`src/rtl/regfile_pkg.sv`:
```
// rtl/regfile_pkg.sv - shared types and defaults for the parametrised register file
package regfile_pkg;

   typedef enum logic {
      CLEAR = 1'b0,
      RUN   = 1'b1
   } state_t;

   localparam int ZERO_ADDR     = 0;
   localparam int DEFAULT_WIDTH = 32;
   localparam int DEFAULT_DEPTH = 32;

endpackage

```
`src/rtl/regfile_clear_fsm.sv`:
```
// rtl/regfile_clear_fsm.sv - clear-sweep sequencer: walks every address writing zero, then hands over to RUN
module regfile_clear_fsm
   import regfile_pkg::*;
#(
   parameter int DEPTH  = DEFAULT_DEPTH,
   parameter int ADDR_W = $clog2(DEFAULT_DEPTH)
) (
   input  logic              clk,
   input  logic              rst_n,
   input  logic              clear,
   output logic              busy,
   output logic              sweep_we,
   output logic [ADDR_W-1:0] sweep_addr
);

   localparam logic [ADDR_W-1:0] LAST = ADDR_W'(DEPTH - 1);

   state_t            state, state_nx;
   logic [ADDR_W-1:0] cnt, cnt_nx;

   always_ff @(posedge clk or negedge rst_n) begin
      if (!rst_n) begin
         state <= CLEAR;
         cnt   <= '0;
      end else begin
         state <= state_nx;
         cnt   <= cnt_nx;
      end
   end

   // A clear request during an active sweep is ignored rather than restarting it.
   always_comb begin
      state_nx = state;
      cnt_nx   = cnt;
      unique case (state)
         CLEAR: begin
            if (cnt == LAST) begin
               state_nx = RUN;
               cnt_nx   = '0;
            end else begin
               cnt_nx = cnt + 1'b1;
            end
         end
         RUN: begin
            if (clear) begin
               state_nx = CLEAR;
               cnt_nx   = '0;
            end
         end
         default: begin
            state_nx = CLEAR;
            cnt_nx   = '0;
         end
      endcase
   end

   always_comb begin
      busy       = (state == CLEAR);
      sweep_we   = (state == CLEAR);
      sweep_addr = cnt;
   end

endmodule

```
`src/rtl/regfile_param.sv`:
```
// rtl/regfile_param.sv - parametrised 2R/1W register file with clear sweep and zero register
// Optional same-cycle write-to-read forwarding: REGFILE_BYPASS_EN
module regfile_param
   import regfile_pkg::*;
#(
   parameter  int WIDTH  = DEFAULT_WIDTH,
   parameter  int DEPTH  = DEFAULT_DEPTH,
   localparam int ADDR_W = $clog2(DEPTH)
) (
   input  logic              clk,
   input  logic              Reset,
   input  logic              Wenable,
   input  logic [ADDR_W-1:0] WrtAdd,
   input  logic [WIDTH-1:0]  DIn,
   input  logic [ADDR_W-1:0] RdAdd1,
   input  logic [ADDR_W-1:0] RdAdd2,
   input  logic              Clear,
   output logic [WIDTH-1:0]  DataA,
   output logic [WIDTH-1:0]  DataB,
   output logic              Busy,
   output logic              WrDropped
);

   localparam logic [ADDR_W-1:0] ZERO = ADDR_W'(ZERO_ADDR);
   localparam logic [ADDR_W-1:0] LAST = ADDR_W'(DEPTH - 1);

   logic [WIDTH-1:0]  mem [DEPTH];
   logic              busy;
   logic              sweep_we;
   logic [ADDR_W-1:0] sweep_addr;
   logic              ok_w, ok_1, ok_2;
   logic              wr_acc, wr_drop;
   logic [WIDTH-1:0]  rd_a, rd_b;

   regfile_clear_fsm #(
      .DEPTH  (DEPTH),
      .ADDR_W (ADDR_W)
   ) u_clear_fsm (
      .clk        (clk),
      .rst_n      (Reset),
      .clear      (Clear),
      .busy       (busy),
      .sweep_we   (sweep_we),
      .sweep_addr (sweep_addr)
   );

   // Register 0 and addresses past the last register are dead; the range test vanishes for power-of-two depths.
   if (DEPTH == (1 << ADDR_W)) begin : g_full
      assign ok_w = (WrtAdd != ZERO);
      assign ok_1 = (RdAdd1 != ZERO);
      assign ok_2 = (RdAdd2 != ZERO);
   end else begin : g_part
      assign ok_w = (WrtAdd != ZERO) && (WrtAdd <= LAST);
      assign ok_1 = (RdAdd1 != ZERO) && (RdAdd1 <= LAST);
      assign ok_2 = (RdAdd2 != ZERO) && (RdAdd2 <= LAST);
   end

   always_comb begin
      wr_drop = Wenable && (busy || Clear);
      wr_acc  = Wenable && !busy && !Clear && ok_w;
   end

   always_comb begin
      rd_a = '0;
      rd_b = '0;
      if (ok_1) begin
         rd_a = mem[RdAdd1];
`ifdef REGFILE_BYPASS_EN
         if (wr_acc && (RdAdd1 == WrtAdd)) rd_a = DIn;
`endif
      end
      if (ok_2) begin
         rd_b = mem[RdAdd2];
`ifdef REGFILE_BYPASS_EN
         if (wr_acc && (RdAdd2 == WrtAdd)) rd_b = DIn;
`endif
      end
   end

   always_ff @(posedge clk) begin
      if (sweep_we) begin
         mem[sweep_addr] <= '0;
      end else if (wr_acc) begin
         mem[WrtAdd] <= DIn;
      end
   end

   always_ff @(posedge clk or negedge Reset) begin
      if (!Reset) begin
         DataA     <= '0;
         DataB     <= '0;
         WrDropped <= 1'b0;
      end else begin
         DataA     <= busy ? '0 : rd_a;
         DataB     <= busy ? '0 : rd_b;
         WrDropped <= wr_drop;
      end
   end

   assign Busy = busy;

endmodule

```
`config.mk`:
```
export PLATFORM = sky130hd
export DESIGN_NAME = regfile_param
export DESIGN_NICKNAME = d
export VERILOG_FILES = /design/src/rtl/regfile_pkg.sv /design/src/rtl/regfile_clear_fsm.sv /design/src/rtl/regfile_param.sv
export SDC_FILE = /design/constraint.sdc
export NUM_CORES = 1
export LEC_CHECK = 0
export BUFFER_PORTS_ARGS = -buffer_cell sky130_fd_sc_hd__buf_2
export CORE_MARGIN = 2
export CORE_UTILIZATION = 40
export CTS_BUF_LIST = sky130_fd_sc_hd__clkbuf_4 sky130_fd_sc_hd__clkbuf_8
export DETAILED_ROUTE_END_ITERATION = 10
export GPL_ROUTABILITY_DRIVEN = 1
export PLACE_DENSITY = 0.54
export SLEW_MARGIN = 30
export SYNTH_ARGS = -nofsm -noshare
export SYNTH_HDL_FRONTEND = slang
export SYNTH_SLANG_ARGS = --single-unit
export TNS_END_PERCENT = 1
```
`constraint.sdc`:
```
create_clock -name clk -period 6.7 [get_ports clk]
set_input_delay 0.67 -clock clk [delete_from_list [all_inputs] [get_ports clk]]
set_output_delay 0.67 -clock clk [all_outputs]
set_load 0.1 [all_outputs]
```
==> summary.md <==
| Metric | Value |
|---|---|
| Crit path arrival time | `4.17 ns` |
| Lkg Pwr | `between 15 and 20 nW` |
| RR Startpoint | `u_clear_fsm.state$_DFF_PN0_` |
| Synth unique cells | `51` |
| PortBufs | `116` |
| Syn Nets | `2,985` |
| Layout Nets | `approximately 3,100` |
| Switching Share | `0.295` |
| Worst Hold Launch | `Wenable` |
| Largest family of logic cells by synthesized area | `multiplexers` |
| Final setup viols | `0` |
| Vias in the first global route | `roughly 32,000` |
| Layout overhead on the synthesized area | `12.6%` |
| Crit path required time | `7.21 ns` |
| Compound-Gate Fraction of Synth Area | `0.0844` |
| Hold Path Class | `input pin to flip-flop` |
| Starting DRT DRC Count | `3,225` |
| Unrepaired setup endpoints after global routing | `no` |
| Die Wd | `353 um` |
| Clk pin slew, worst setup/hold paths | `0.06 ns` |
| Clk root buf | `clkbuf_8` |
| Die H | `353 um` |
| H-Tree Depth | `4` |
| FMAX | `273 MHz` |
| Post-DP HPWL | `92.6 mm` |
| YS warnings | `0` |
| TritonRoute pass-1 iters | `5` |
| Largest net degree at the start of global routing | `approximately 140` |
| Power per cell area | `302 nW/um^2` |
| Slew Viols, Final | `0` |
| Pre-CTS setup slack | `2.75 ns` |
| Mapped Cells | `roughly 2,900` |
| Critical Path Start | `u_clear_fsm.state$_DFF_PN0_` |
| Grt ovf | `0` |
| Setup crit start kind | `flip-flop` |
| Die area | `between 100,000 and 150,000 sq um` |
| Num Clock Sinks | `between 1,000 and 1,500` |
| CTS Buf Count | `180` |
| Post-route insts no fill | `~5,000` |
| Antenna violations before repair | `5` |
| Sw power | `slightly below 5 mW` |
| DR vias | `30,600` |
| Slew @ Worst Pin | `between 1 and 1.5 ns` |
| CP max FO | `19` |
| Clock Skew | `roughly 0.023 ns` |
| RePlAce Congestion | `0.797` |
| Std cell rows | `between 100 and 150` |
| Hold Fails Final Rpt | `0` |
| Reg2Reg Capture Point | `mem[10][3]$_DFFE_PP_` |
| Post-DRT Antenna Nets | `0` |
| Worst R2R Setup Slack | `~3.0 ns` |
| CTS Buffer Depth | `3` |
| Synth Area in Adders | `0.000514` |
| Yosys reg bits | `about 1,100` |
| # IOs | `~120` |
| Drt drc | `0` |
| Status | `completed` |
| CP endpoint | `mem[10][3]$_DFFE_PP_` |
| Floorplan Core Area | `between 100,000 and 150,000 sq um` |
| Top_reg_cell synth | `edfxtp_1` |
| Total GRT Usage | `0.260` |
| Layout cells sized above 1 | `0.265` |
| Sequential-to-total area share from yosys stat | `0.648` |
| Internal Power | `11.7 mW` |
| Critical path type | `flip-flop to flip-flop` |
| Clock tree from TritonCTS | `built` |
| Post-synthesis xor/xnor area fraction | `0.000180` |
| Post-CTS sizing | `0` |
| R2R cell count | `5` |
| Total wire length | `between 150 and 200 mm` |
| Clock group share of total power | `0.358` |
| Relative slew slack | `0.246` |
| Setup ws final | `3.04 ns` |
| Synth Cell Area | `about 49,000 sq um` |
| Worst-Skew Late Latency | `0.87 ns` |
| Initial core utilization | `0.401` |
| Register share of total power | `0.486` |
| Ys async rst share | `0.0668` |
| Peak VDD IR | `between 0.2 and 0.25 mV` |
| First-pass GRT wire length | `about 230 mm` |
| CP Capture Type | `flip-flop` |
| # Max-Cap Violations | `0` |
| Fin crit share | `0.547` |
| Avg Inst Size Synth | `between 15 and 20 sq um` |
| Setup TNS | `0 ns` |
| Post-synth EDFFs | `~990` |
| Hold Crit Depth | `2` |
| Average routed wire per standard cell | `approximately 34 um` |
| Mux cell area share after synthesis | `0.207` |
| Final period demand of the worst path | `~3.7 ns` |
| Simple-Gate Fraction of Synth Area | `0.0329` |
| Combinational Power Share | `0.155` |
| DR vias/cell | `roughly 6.3` |
| Placed Cells | `4,524` |
timing repair:
| item | CTS | global route |
|---|---|---|
| hold buffers | 2 | 0 |
| setup buffers | 0 | 0 |
| hold endpoints to repair | 36 | 0 |
worst min-delay path by stage:
| stage | end | slack, ns |
|---|---|---|
| 2_1_floorplan | DataA[0]$_DFF_PN0_ | 0.37 |
| 3_3_place_gp | u_clear_fsm.sweep_addr[0]$_DFFE_PN0N_ | 0.61 |
| 3_5_place_dp | u_clear_fsm.sweep_addr[4]$_DFFE_PN0N_ | 0.63 |
| 4_1_cts | WrDropped$_DFF_PN0_ | 0.04 |
| 5_1_grt | WrDropped$_DFF_PN0_ | 0.08 |
| 6_report | WrDropped$_DFF_PN0_ | 0.11 |
area by class of cell:
| type | instances | area [sq um] |
|---|---|---|
| flip-flops and latches | 1063 | 31600 |
| repair buffers | 204 | 1380 |
| inverters | 5 | 18.8 |
| clock inverters | 63 | 363 |
| multi-input cells | 1630 | 16200 |
| fillers | 10700 | 66500 |
| clock buffers | 275 | 3300 |
| well taps | 1625 | 2030 |
| diodes | 2 | 5.00 |
worst max-delay path, stage by stage (launching register included):
cell      delay, ns
dfrtp_1        0.85
nand3b_4       0.21
a211oi_1       0.41
o22ai_2        0.41
nor2_4         0.87
buf_4          0.49
cell usage in the layout, fill, tap and decap left out, types with 3 or more instances in the layout:
cell type     n
inv_1         4
clkbuf_8    197
buf_4        79
nor3_2       11
buf_12        4
clkinvlp_4    8
nor3_1        5
and2_2       32
o21ai_1      14
nor2_1        5
mux2i_1     576
a32oi_1       4
a21oi_1       3
o21ai_0      56
buf_8         4
buf_2       112
a221oi_2     60
nor2b_1       3
mux4_2      192
o22ai_1     194
dfrtp_1      71
clkinv_1     29
nor2b_4       3
edfxtp_1    992
nand4_1      64
a221oi_1      4
a22oi_1     192
nand3_1       3
nand3b_1      4
nand2_1     136
a22o_1        3
nor2_4       28
and2_1        3
or3b_2        4
clkinv_2     21
clkbuf_4     78
layer usage:
layer	up-vias	track usage	wire, um
met5	-	0	0
met4	0	0.110	6880
met3	360	0.0443	11200
met2	1456	0.437	80500
met1	16300	0.335	65400
li1	12500	-	-
synth_stat cells (all sizes together) (2+ instances only):
library cell | number | share of area
edfxtp | 992 | 0.61
mux2i | 576 | 0.12
o22ai | 195 | 0.025
a22oi | 192 | 0.030
mux4 | 192 | 0.089
buf | 167 | 0.021
nand2 | 136 | 0.010
dfrtp | 71 | 0.036
o21ai | 71 | 0.0075
clkbuf | 67 | 0.0052
a221oi | 64 | 0.019
nand4 | 64 | 0.0082
and2 | 35 | 0.0045
nor2 | 33 | 0.0025
nor3 | 16 | 0.0016
nor2b | 6 | 0.00077
or3b | 6 | 0.0011
inv | 5 | 0.00039
nand3b | 5 | 0.0010
a21oi | 4 | 0.00041
a32oi | 4 | 0.00072
a22o | 3 | 0.00054
nand2b | 3 | 0.00039
nand3 | 3 | 0.00031
and2b | 2 | 0.00033
and3 | 2 | 0.00026
ha | 2 | 0.00051
nor3b | 2 | 0.00031
o2bb2ai | 2 | 0.00036
o32a | 2 | 0.00041
or2 | 2 | 0.00026
power by group through the flow:
| stage | Combinational, mW | Sequential (mW) | Clock (mW) |
|---|---|---|---|
| floorplan | 1.20 | 8.49 | 0 |
| finish | 2.57 | 8.05 | 5.93 |
| CTS | 2.56 | 8.05 | 6.03 |
| global route | 2.66 | 8.10 | 6.32 |
| detailed placement | 2.55 | 8.19 | 0 |
| global placement | 2.51 | 8.16 | 0 |
stage by stage:
| stage | hold slack, ns | power (mW) | utilization | area (sq um) |
|---|---|---|---|---|
| floorplan | 0.374 | 9.70 | - | 48700 |
| global placement | 0.610 | 10.7 | 0.421 | 51100 |
| detailed placement | 0.634 | 10.7 | 0.421 | 51100 |
| CTS | 0.0415 | 16.6 | 0.451 | 54800 |
| global route | 0.0792 | 17.1 | 0.452 | 54900 |
| finish | 0.109 | 16.6 | 0.452 | 54900 |
cell families after synthesis:
logic type | Yosys count
compound gates | 540
xor+xnor | 1
buf+inv | 239
simple gates | 319
mux | 768
flops | 1063
fa+ha+maj | 2
sequential cells by signal, indices dropped and copies added (netlist names):
register and cells:
u_clear_fsm.sweep_addr 5, mem 992, u_clear_fsm.state 1, WrDropped 1, DataB 32, DataA 32
No activity file was read; power rests on OpenSTA's default activity.
